### src/rtl/bch_enc.sv
// ---------------------------------------------------------------------------
// bch_enc -- systematic binary BCH encoder, 8 code bits per 64-bit word.
//
// Supported codes (selected per frame by `code`):
//   1: (63,51)    t=2  GF(2^6)  x^6+x+1
//   2: (255,239)  t=2  GF(2^8)  x^8+x^4+x^3+x^2+1
//   3: (1023,983) t=4  GF(2^10) x^10+x^3+1
// g(x) is the product of the minimal polynomials of a^1,a^3[,a^5,a^7]; it is
// built at elaboration time from the field polynomial.
//
// Word layout: word w covers code positions base=n-8w down to base-7; byte j
// bit HARD_BIT carries position base-7+j, all other bits are zero on output.
// Position n is a pad bit (ignored on input, 0 on output).
//
// Ports
//   clk, rst               clock, synchronous active-high reset
//   set, code              frame start pulse and code select (0 is illegal)
//   busy                   frame in progress
//   in_valid/in_ready      message word handshake, idata
//   out_valid/out_ready    codeword word handshake, odata, out_last
// ---------------------------------------------------------------------------
module bch_enc #(
  parameter int LANES    = 8,
  parameter int HARD_BIT = 7
) (
  input  logic                 clk,
  input  logic                 rst,
  input  logic                 set,
  input  logic [1:0]           code,
  output logic                 busy,
  input  logic                 in_valid,
  output logic                 in_ready,
  input  logic [8*LANES-1:0]   idata,
  output logic                 out_valid,
  input  logic                 out_ready,
  output logic [8*LANES-1:0]   odata,
  output logic                 out_last
);

  localparam int W    = 8 * LANES;
  localparam int RMAX = 40;

  typedef enum logic [1:0] {IDLE, MSG, PAR} state_t;

  // GF(2^m) multiply, shift-and-add with reduction by the field polynomial.
  function automatic logic [9:0] gf_mul(input logic [9:0] a, input logic [9:0] b,
                                        input int m, input logic [10:0] prim);
    logic [10:0] p;
    p = '0;
    for (int i = m - 1; i >= 0; i--) begin
      p = p << 1;
      if (((p >> m) & 11'd1) != 11'd0) p = p ^ prim;
      if (((b >> i) & 10'd1) != 10'd0) p = p ^ {1'b0, a};
    end
    return p[9:0];
  endfunction

  // Multiply out (x + beta) over every conjugate of a^1, a^3, ... a^(2t-1).
  // The result has binary coefficients; bits [RMAX-1:0] are returned, the
  // leading x^r term is implied by the code's degree.
  function automatic logic [RMAX-1:0] gen_poly(input int m, input logic [10:0] prim,
                                               input int t);
    logic [9:0]      c [0:RMAX];
    logic [9:0]      beta;
    logic [RMAX-1:0] g;
    for (int d = 0; d <= RMAX; d++) c[d] = '0;
    c[0] = 10'd1;
    for (int k = 0; k < t; k++) begin
      beta = 10'd1;
      for (int e = 0; e < 2 * k + 1; e++) beta = gf_mul(beta, 10'd2, m, prim);
      for (int s = 0; s < m; s++) begin
        for (int d = RMAX; d >= 1; d--) c[d] = c[d-1] ^ gf_mul(c[d], beta, m, prim);
        c[0] = gf_mul(c[0], beta, m, prim);
        beta = gf_mul(beta, beta, m, prim);
      end
    end
    for (int d = 0; d < RMAX; d++) g[d] = c[d][0];
    return g;
  endfunction

  localparam logic [RMAX-1:0] G1 = gen_poly(6,  11'h043, 2);
  localparam logic [RMAX-1:0] G2 = gen_poly(8,  11'h11D, 2);
  localparam logic [RMAX-1:0] G3 = gen_poly(10, 11'h409, 4);

  function automatic logic [5:0] code_r(input logic [1:0] c);
    case (c)
      2'd2:    return 6'd16;
      2'd3:    return 6'd40;
      default: return 6'd12;
    endcase
  endfunction

  function automatic logic [10:0] code_n(input logic [1:0] c);
    case (c)
      2'd2:    return 11'd255;
      2'd3:    return 11'd1023;
      default: return 11'd63;
    endcase
  endfunction

  function automatic logic [RMAX-1:0] code_g(input logic [1:0] c);
    case (c)
      2'd2:    return G2;
      2'd3:    return G3;
      default: return G1;
    endcase
  endfunction

  // One bit of m(x)*x^r mod g(x): the incoming bit is compared with the
  // remainder MSB, then the remainder shifts and conditionally folds g(x).
  function automatic logic [RMAX-1:0] lfsr_bit(input logic [RMAX-1:0] s, input logic b,
                                               input logic [5:0] r, input logic [RMAX-1:0] g);
    logic [RMAX-1:0] mask;
    logic [RMAX-1:0] top;
    logic [RMAX-1:0] nx;
    logic            fb;
    mask = (RMAX'(1) << r) - RMAX'(1);
    top  = RMAX'(1) << (r - 6'd1);
    fb   = b ^ (|(s & top));
    nx   = (s << 1) & mask;
    if (fb) nx = nx ^ (g & mask);
    return nx;
  endfunction

  state_t          state, state_next;
  logic [1:0]      code_q;
  logic [RMAX-1:0] rem, rem_abs;
  logic [10:0]     pos;          // base position of the next word to load
  logic [W-1:0]    word;
  logic [5:0]      r_cur;
  logic [10:0]     n_cur;
  logic [RMAX-1:0] g_cur;
  logic [10:0]     p;
  logic            free, load, start, last_msg;
  logic            unused_idata;

  assign unused_idata = ^idata;
  assign free         = !out_valid || out_ready;
  assign busy         = (state != IDLE);
  assign last_msg     = pos < (11'(r_cur) + 11'd8);

  // Absorb the word's message bits MSB-first, then assemble the output word
  // from the message bits and the post-absorb remainder.  In PAR every
  // position is below r, so nothing is absorbed and rem_abs equals rem.
  always_comb begin
    // NOTE: every variable gets a default first so no path infers a latch.
    r_cur   = code_r(code_q);
    n_cur   = code_n(code_q);
    g_cur   = code_g(code_q);
    rem_abs = rem;
    word    = '0;
    p       = '0;
    for (int j = LANES - 1; j >= 0; j--) begin
      p = pos - 11'd7 + 11'(j);
      if (p < n_cur && p >= 11'(r_cur))
        rem_abs = lfsr_bit(rem_abs, idata[8*j+HARD_BIT], r_cur, g_cur);
    end
    for (int j = 0; j < LANES; j++) begin
      p = pos - 11'd7 + 11'(j);
      if (p == n_cur)             word[8*j+HARD_BIT] = 1'b0;
      else if (p >= 11'(r_cur))   word[8*j+HARD_BIT] = idata[8*j+HARD_BIT];
      else                        word[8*j+HARD_BIT] = rem_abs[p[5:0]];
    end
  end

  always_comb begin
    state_next = state;
    in_ready   = 1'b0;
    load       = 1'b0;
    start      = 1'b0;
    case (state)
      IDLE: begin
        if (set && code != 2'd0) begin
          start      = 1'b1;
          state_next = MSG;
        end
      end
      MSG: begin
        in_ready = free;
        if (in_valid && free) begin
          load = 1'b1;
          if (last_msg) state_next = PAR;
        end
      end
      PAR: begin
        if (free) begin
          // Final word is leaving this edge: the frame is done.
          if (out_valid && out_last) state_next = IDLE;
          else                       load       = 1'b1;
        end
      end
      default: state_next = IDLE;
    endcase
  end

  always_ff @(posedge clk) begin
    // NOTE: sequential state uses non-blocking assignments only.
    if (rst) begin
      state     <= IDLE;
      code_q    <= '0;
      rem       <= '0;
      pos       <= '0;
      odata     <= '0;
      out_valid <= 1'b0;
      out_last  <= 1'b0;
    end else begin
      state <= state_next;
      if (start) begin
        code_q <= code;
        rem    <= '0;
        pos    <= code_n(code);
      end
      if (load) begin
        odata     <= word;
        out_valid <= 1'b1;
        out_last  <= (pos == 11'd7);
        pos       <= pos - 11'd8;
        rem       <= rem_abs;
      end else if (free) begin
        out_valid <= 1'b0;
        out_last  <= 1'b0;
      end
    end
  end

endmodule

### config.mk
export PLATFORM = sky130hd
export DESIGN_NAME = bch_enc
export DESIGN_NICKNAME = d
export VERILOG_FILES = /design/src/rtl/bch_enc.sv
export SDC_FILE = /design/constraint.sdc
export NUM_CORES = 1
export LEC_CHECK = 0
export ABC_CLOCK_PERIOD_IN_PS = 11000
export CORE_MARGIN = 4
export CORE_UTILIZATION = 50
export CTS_CLUSTER_SIZE = 28
export DETAILED_ROUTE_END_ITERATION = 6
export GPL_TIMING_DRIVEN = 1
export PLACE_DENSITY_LB_ADDON = 0.15
export SYNTH_ARGS = -nofsm -noshare
export SYNTH_HDL_FRONTEND = slang
export SYNTH_SLANG_ARGS = --single-unit
### constraint.sdc
create_clock -name clk -period 11 [get_ports clk]
set_input_delay 2.2 -clock clk [delete_from_list [all_inputs] [get_ports clk]]
set_output_delay 2.2 -clock clk [all_outputs]
set_load 0.01 [all_outputs]
==> results of run 1 <==
-- metal layers --
metal	part of all wire, %	vias up	GRT usage (%)
met5	0	-	0
met4	6.5	0	19.8
met3	11	206	8.07
met2	42	887	53.2
met1	40	6361	47.6
li1	-	6143	-
-- worst paths after layout --
kind                               from        end  slack [ns]  depth (start not counted)
worst max register to register   pos[1]  odata[63]        0.52                         35
worst min-delay path            rem[37]    rem[37]        0.51                          2
worst min register to register  rem[37]    rem[37]        0.51                          2
worst max-delay path             pos[1]  odata[63]        0.52                         35
-- synthesized netlist by cell type (all sizes together), types with 12 or more instances --
cell type	instances
nor4	13
a211oi	29
clkbuf	98
o31ai	16
xor2	37
and2	14
o21a	16
buf	91
o211ai	20
nand3	66
a21oi	135
nor2	180
a311oi	15
a21boi	12
dfxtp	63
or3	19
inv	29
a22oi	20
ha	31
o21ai	103
nor3	53
nand2b	14
a31oi	25
nand4	14
xnor2	124
nand2	209
a21o	14
and3	28
o22ai	22
mux2i	43
-- kinds of logic (layout without fill, tap and decap cells) --
kind of cell	Yosys count	after routing	share of synthesized area (%)
AOI/OAI and AO/OA	542	542	31.7
xor gates and xnor gates	171	171	14.2
adders and majority gates	31	31	3.28
buffers and inverters	222	119	9.21
DFF	63	63	10.7
muxes	53	53	4.75
other	2	61	0.0635
and+or+nand+nor	653	653	26.1
-- power breakdown --
| part | internal [mW] | switching, mW | total (mW) |
|---|---|---|---|
| Combinational | 1.01 | 1.91 | 2.93 |
| Clock | 0.206 | 0.126 | 0.332 |
| Sequential | 0.240 | 0.0187 | 0.259 |
| Total | 1.46 | 2.06 | 3.52 |
-- cell type report --
class	count	area, µm²	share of cell area [%]
Clock buffer	10	239	1.92
Timing Repair Buffer	70	589	4.72
Sequential cell	63	1260	10.1
Clock inverter	6	92.6	0.742
Inverter	33	124	0.993
Multi-Input combinational cell	1510	9770	78.3
Tap cell	319	399	3.20
Antenna cell	1	2.50	0.0201
-- state kept, by name, indices dropped and copies added (netlist names) --
signal and flops:
code_q 2, state 2, odata 8, pos 9
out_valid 1, rem 40, out_last 1
-- worst register-to-register path: cells and delay by family (launching register included) --
kind            cells  cell delay, ns
mux                 1            0.37
buf+inv             4            0.88
compound gates     15            4.63
fa+ha+maj           2            0.62
xor+xnor            2            0.43
simple gates       11            2.82
flops               1            0.59
-- through the flow --
step                util, %  total power, mW
finish                 53.5             3.52
global route           53.5             3.70
CTS                    53.4             3.40
detailed placement     51.9             3.06
global placement       51.9             3.04
floorplan                 -             2.32
==> impl_metrics.ini, run 1 <==
[sta]
fin_crit_sh_pct = 95.3
tightest_slew_ns = 1.33
worst_slack_ns = 0.520
rsz0062_at_grt = no
setup_viol = 0
min_period_ns = 10.48
drv_slew = 0
slew_headroom_pct = 11.6
worst_hold_slack_ns = 0.506
fin_setup_tns_ns = 0
hold_violations = 0
max_freq_ghz = 0.0954
fin_worst_skew_ns = 0.00836

[synth]
ys_async_sr_fraction_pct = 0
synthCells = 1737
ys.flop_type = dfxtp_1
yosysSeqAreaShare_pct = 10.7
ys_top_cells_by_area = dfxtp_1 11%, xnor2_1 8.9%, nand2_1 6.6%
synthesis.area_um2 = 11800
synth_edf_count = 0
synth-seq-cells = 63
synth_top_area_share_pct = 10.7
synth_cell_types = 115
syn_area_per_cell_um2 = 6.81
ys.warnings.count = 0
synth_top_area_cell = dfxtp_1

[global_route]
grt_pass1_wl_mm = 73.9
antenna_found_initial = 0
track_usage_pct = 35.7
grt_max_degree = 66
grt_pass1_vias = 12500
overflow = 0

[status]
status = complete, no violations

[critical_path]
max_stage_delay_ns = 0.60
end_kind = flip-flop
crit_top_cell = nor2_1
worst-path-buf-inv = 4
cp.arrival_ns = 10.68
critPathKind = reg2reg
required_ns = 11.20
worstPathMaxFanout = 29
cp-start-kind = flip-flop
cp_top_family = compound AO/OA/AOI/OAI gates
slowest_stage = a2111oi_0

[finish]
final_cell_area_um2 = 12500
fin_nets = 1789
fillers = 2404
final_cell_mix = 206 x nand2_1, 174 x nor2_1, 131 x a21oi_1, 119 x xnor2_1, 90 x o21ai_0
final_cell_count_no_fill = 2012
final_common_cell = nand2_1
area_growth_pct = 5.54
drive_above_1_share_pct = 8.33

[die]
core_area_um2 = 23300
die-area_um2 = 26200
fp.dieH_um = 162
rows = 56
ios = 139
chipWidth_um = 162
initial_core_util_pct = 50.7

[route]
wire_per_inst_um = 24.1
viasPerCell = 6.76
drc = 0
drt_iter0_drc = 1915
vias = 13600
antenna_left = 0
dr.pass1.iters = 7
routed_wl_mm = 48.5

[placed_design]
dpl_worst_slack_ns = 0.392
dpl-instance-area_um2 = 12100
numPortBuffers = 26
dpl.cell_count = 1995
hpwl_mm = 35.1
gp_congestion = 1.05

[pwr]
powerDensity_nw_per_um2 = 282
irDropWorstVdd_mv = 0.111
p_leak_nw = 4.60

[worst_hold_path]
hp-class = reg2reg

[clock_tree]
clock_latency_ns = 0.35
cts-buffers-inserted = 9
hold_buffers = 0
ctsRootBufferMaster = clkbuf_16
cts_sinks = 63
cts_max_path_buffers = 2
cts_htree_levels = 3
cts_resized = 0
clk_pin_slew_ns = 0.06
cts_tree = done
post_cts_buffers = 0

[flow_run]
maxCapViolations = 0
Power figures use the tool's default switching activity.
==> inputs of run 2 (changes only) <==
- CTS_CLUSTER_DIAMETER: not set -> 120
==> results of run 2 <==
Final layout, timing and power as in run 1 (identical DEF).
==> inputs of run 3 (changes only) <==
- ABC_CLOCK_PERIOD_IN_PS: 11000 -> 10010
- clock period: 11 -> 10.01 ns (I/O delays scaled with it)
==> run 3 against run 2 <==
Against the previous run: combinational power increased by 14%; core utilization increased by 1.2 points; clock power up 9.6%; count of clock-buffer cells in the layout shrank 1; largest cell class unchanged.
==> impl_metrics.ini, run 3 (same netlist as run 1, synthesis figures left out) <==
[status]
status = complete, no violations

[sta]
fin_crit_sh_pct = 96.5
hold_violations = 0
worst_hold_slack_ns = 0.505
rsz0062_at_grt = no
min_period_ns = 9.66
fin_worst_skew_ns = 0.00753
drv_slew = 0
max_freq_ghz = 0.104
setup_viol = 0
tightest_slew_ns = 1.18
worst_slack_ns = 0.349
slew_headroom_pct = 20.9
fin_setup_tns_ns = 0

[critical_path]
max_stage_delay_ns = 0.52
end_kind = flip-flop
required_ns = 10.25
slowest_stage = or4_1
worstPathMaxFanout = 10
cp-start-kind = flip-flop
cp.arrival_ns = 9.90
cp_top_family = compound AO/OA/AOI/OAI gates
critPathKind = reg2reg
worst-path-buf-inv = 2

[finish]
num_antenna_cells = 0
top_regs = rem (40), pos (9), odata (8)
area_growth_pct = 7.99
drive_above_1_share_pct = 10.6
fillers = 2362
final_cell_mix = 207 x nand2_1, 174 x nor2_1, 130 x a21oi_1, 118 x xnor2_1, 90 x o21ai_0
final_cell_area_um2 = 12800
final_common_cell = nand2_1
fin_nets = 1814
fin_util_pct = 54.7
largest_register = rem
largest_register_ff_count = 40
final_cell_count_no_fill = 2036

[global_route]
grt_max_degree = 66
grt_pass1_wl_mm = 75.2
track_usage_pct = 36.6
grt_pass1_vias = 12300
antenna_found_initial = 0
overflow = 0

[clock_tree]
cts_sinks = 63
ctsRootBufferMaster = clkbuf_16
cts-buffers-inserted = 9
cts_max_path_buffers = 2
clk_pin_slew_ns = 0.06
cts_htree_levels = 3
clock_latency_ns = 0.35
cts_tree = done

[die]
initial_core_util_pct = 50.7
rows = 56
core_area_um2 = 23300
ios = 139
die-area_um2 = 26200
fp.dieH_um = 162
chipWidth_um = 162

[route]
wire_per_inst_um = 24.5
antenna_left = 0
dr.pass1.iters = 6
vias = 13500
routed_wl_mm = 49.9
drt_iter0_drc = 2112
drc = 0
viasPerCell = 6.65

[placed_design]
dpl_worst_slack_ns = -0.0724
dpl-instance-area_um2 = 12300
dpl.cell_count = 2016
gp_congestion = 1.02
hpwl_mm = 36.2
numPortBuffers = 26

[pwr]
cellInternalPower_mw = 1.68
p_sw_share_pct = 57.8
p_seq_share_pct = 7.1
p_leak_nw = 4.74
clockPowerShare_pct = 9.2
irDropWorstVdd_mv = 0.196
powerDensity_nw_per_um2 = 311
power_switching_mw = 2.30
power_mw = 3.98
combPwrFrac_pct = 83.8

[flow_run]
maxCapViolations = 0

[worst_hold_path]
hp-class = reg2reg
[run 3: final timing paths]
kind | startpoint | end | slack, ns | depth (start not counted)
min | rem[3] | rem[3] | 0.50 | 2
min reg2reg | rem[3] | rem[3] | 0.50 | 2
max reg2reg | pos[3] | odata[39] | 0.35 | 33
max | pos[3] | odata[39] | 0.35 | 33
[run 3: routing by layer]
layer  wire, µm  share of wire [%]  track usage, %
met1      20000                 40            50.2
met2      21400                 43            55.5
met3       5510                 11            5.53
met4       3080                6.2            19.5
met5          0                  0               0
[run 3: layout make-up]
class	instances	area (µm²)	area share, %
Clock buffer	9	225	1.76
Timing Repair Buffer	94	782	6.13
Tap cell	319	399	3.13
Sequential cell	63	1260	9.88
Multi-Input combinational cell	1511	9870	77.3
Inverter	33	124	0.970
Clock inverter	7	105	0.823
[run 3: repair_timing]
item | CTS | global route
gates resized for setup | 3 | 22
buffers inserted | 0 | 3
hold buffers | 0 | 0
gates cloned | 1 | 0
setup endpoints to repair | 1 | 21
[run 3: worst register-to-register path, delay by kind of cell (launching register included)]
family	cells	cell delay [ns]
compound gates	15	4.22
xor+xnor	1	0.28
fa+ha+maj	2	0.61
buf+inv	2	0.38
flops	1	0.39
mux	2	0.75
simple gates	11	2.94
[run 3: power by group through the flow]
stage	clock network [mW]	registers, mW	logic, mW
finish	0.364	0.281	3.33
global route	0.377	0.282	3.51
CTS	0.367	0.279	3.16
detailed placement	0	0.285	3.13
global placement	0	0.285	3.11
floorplan	0	0.281	2.27
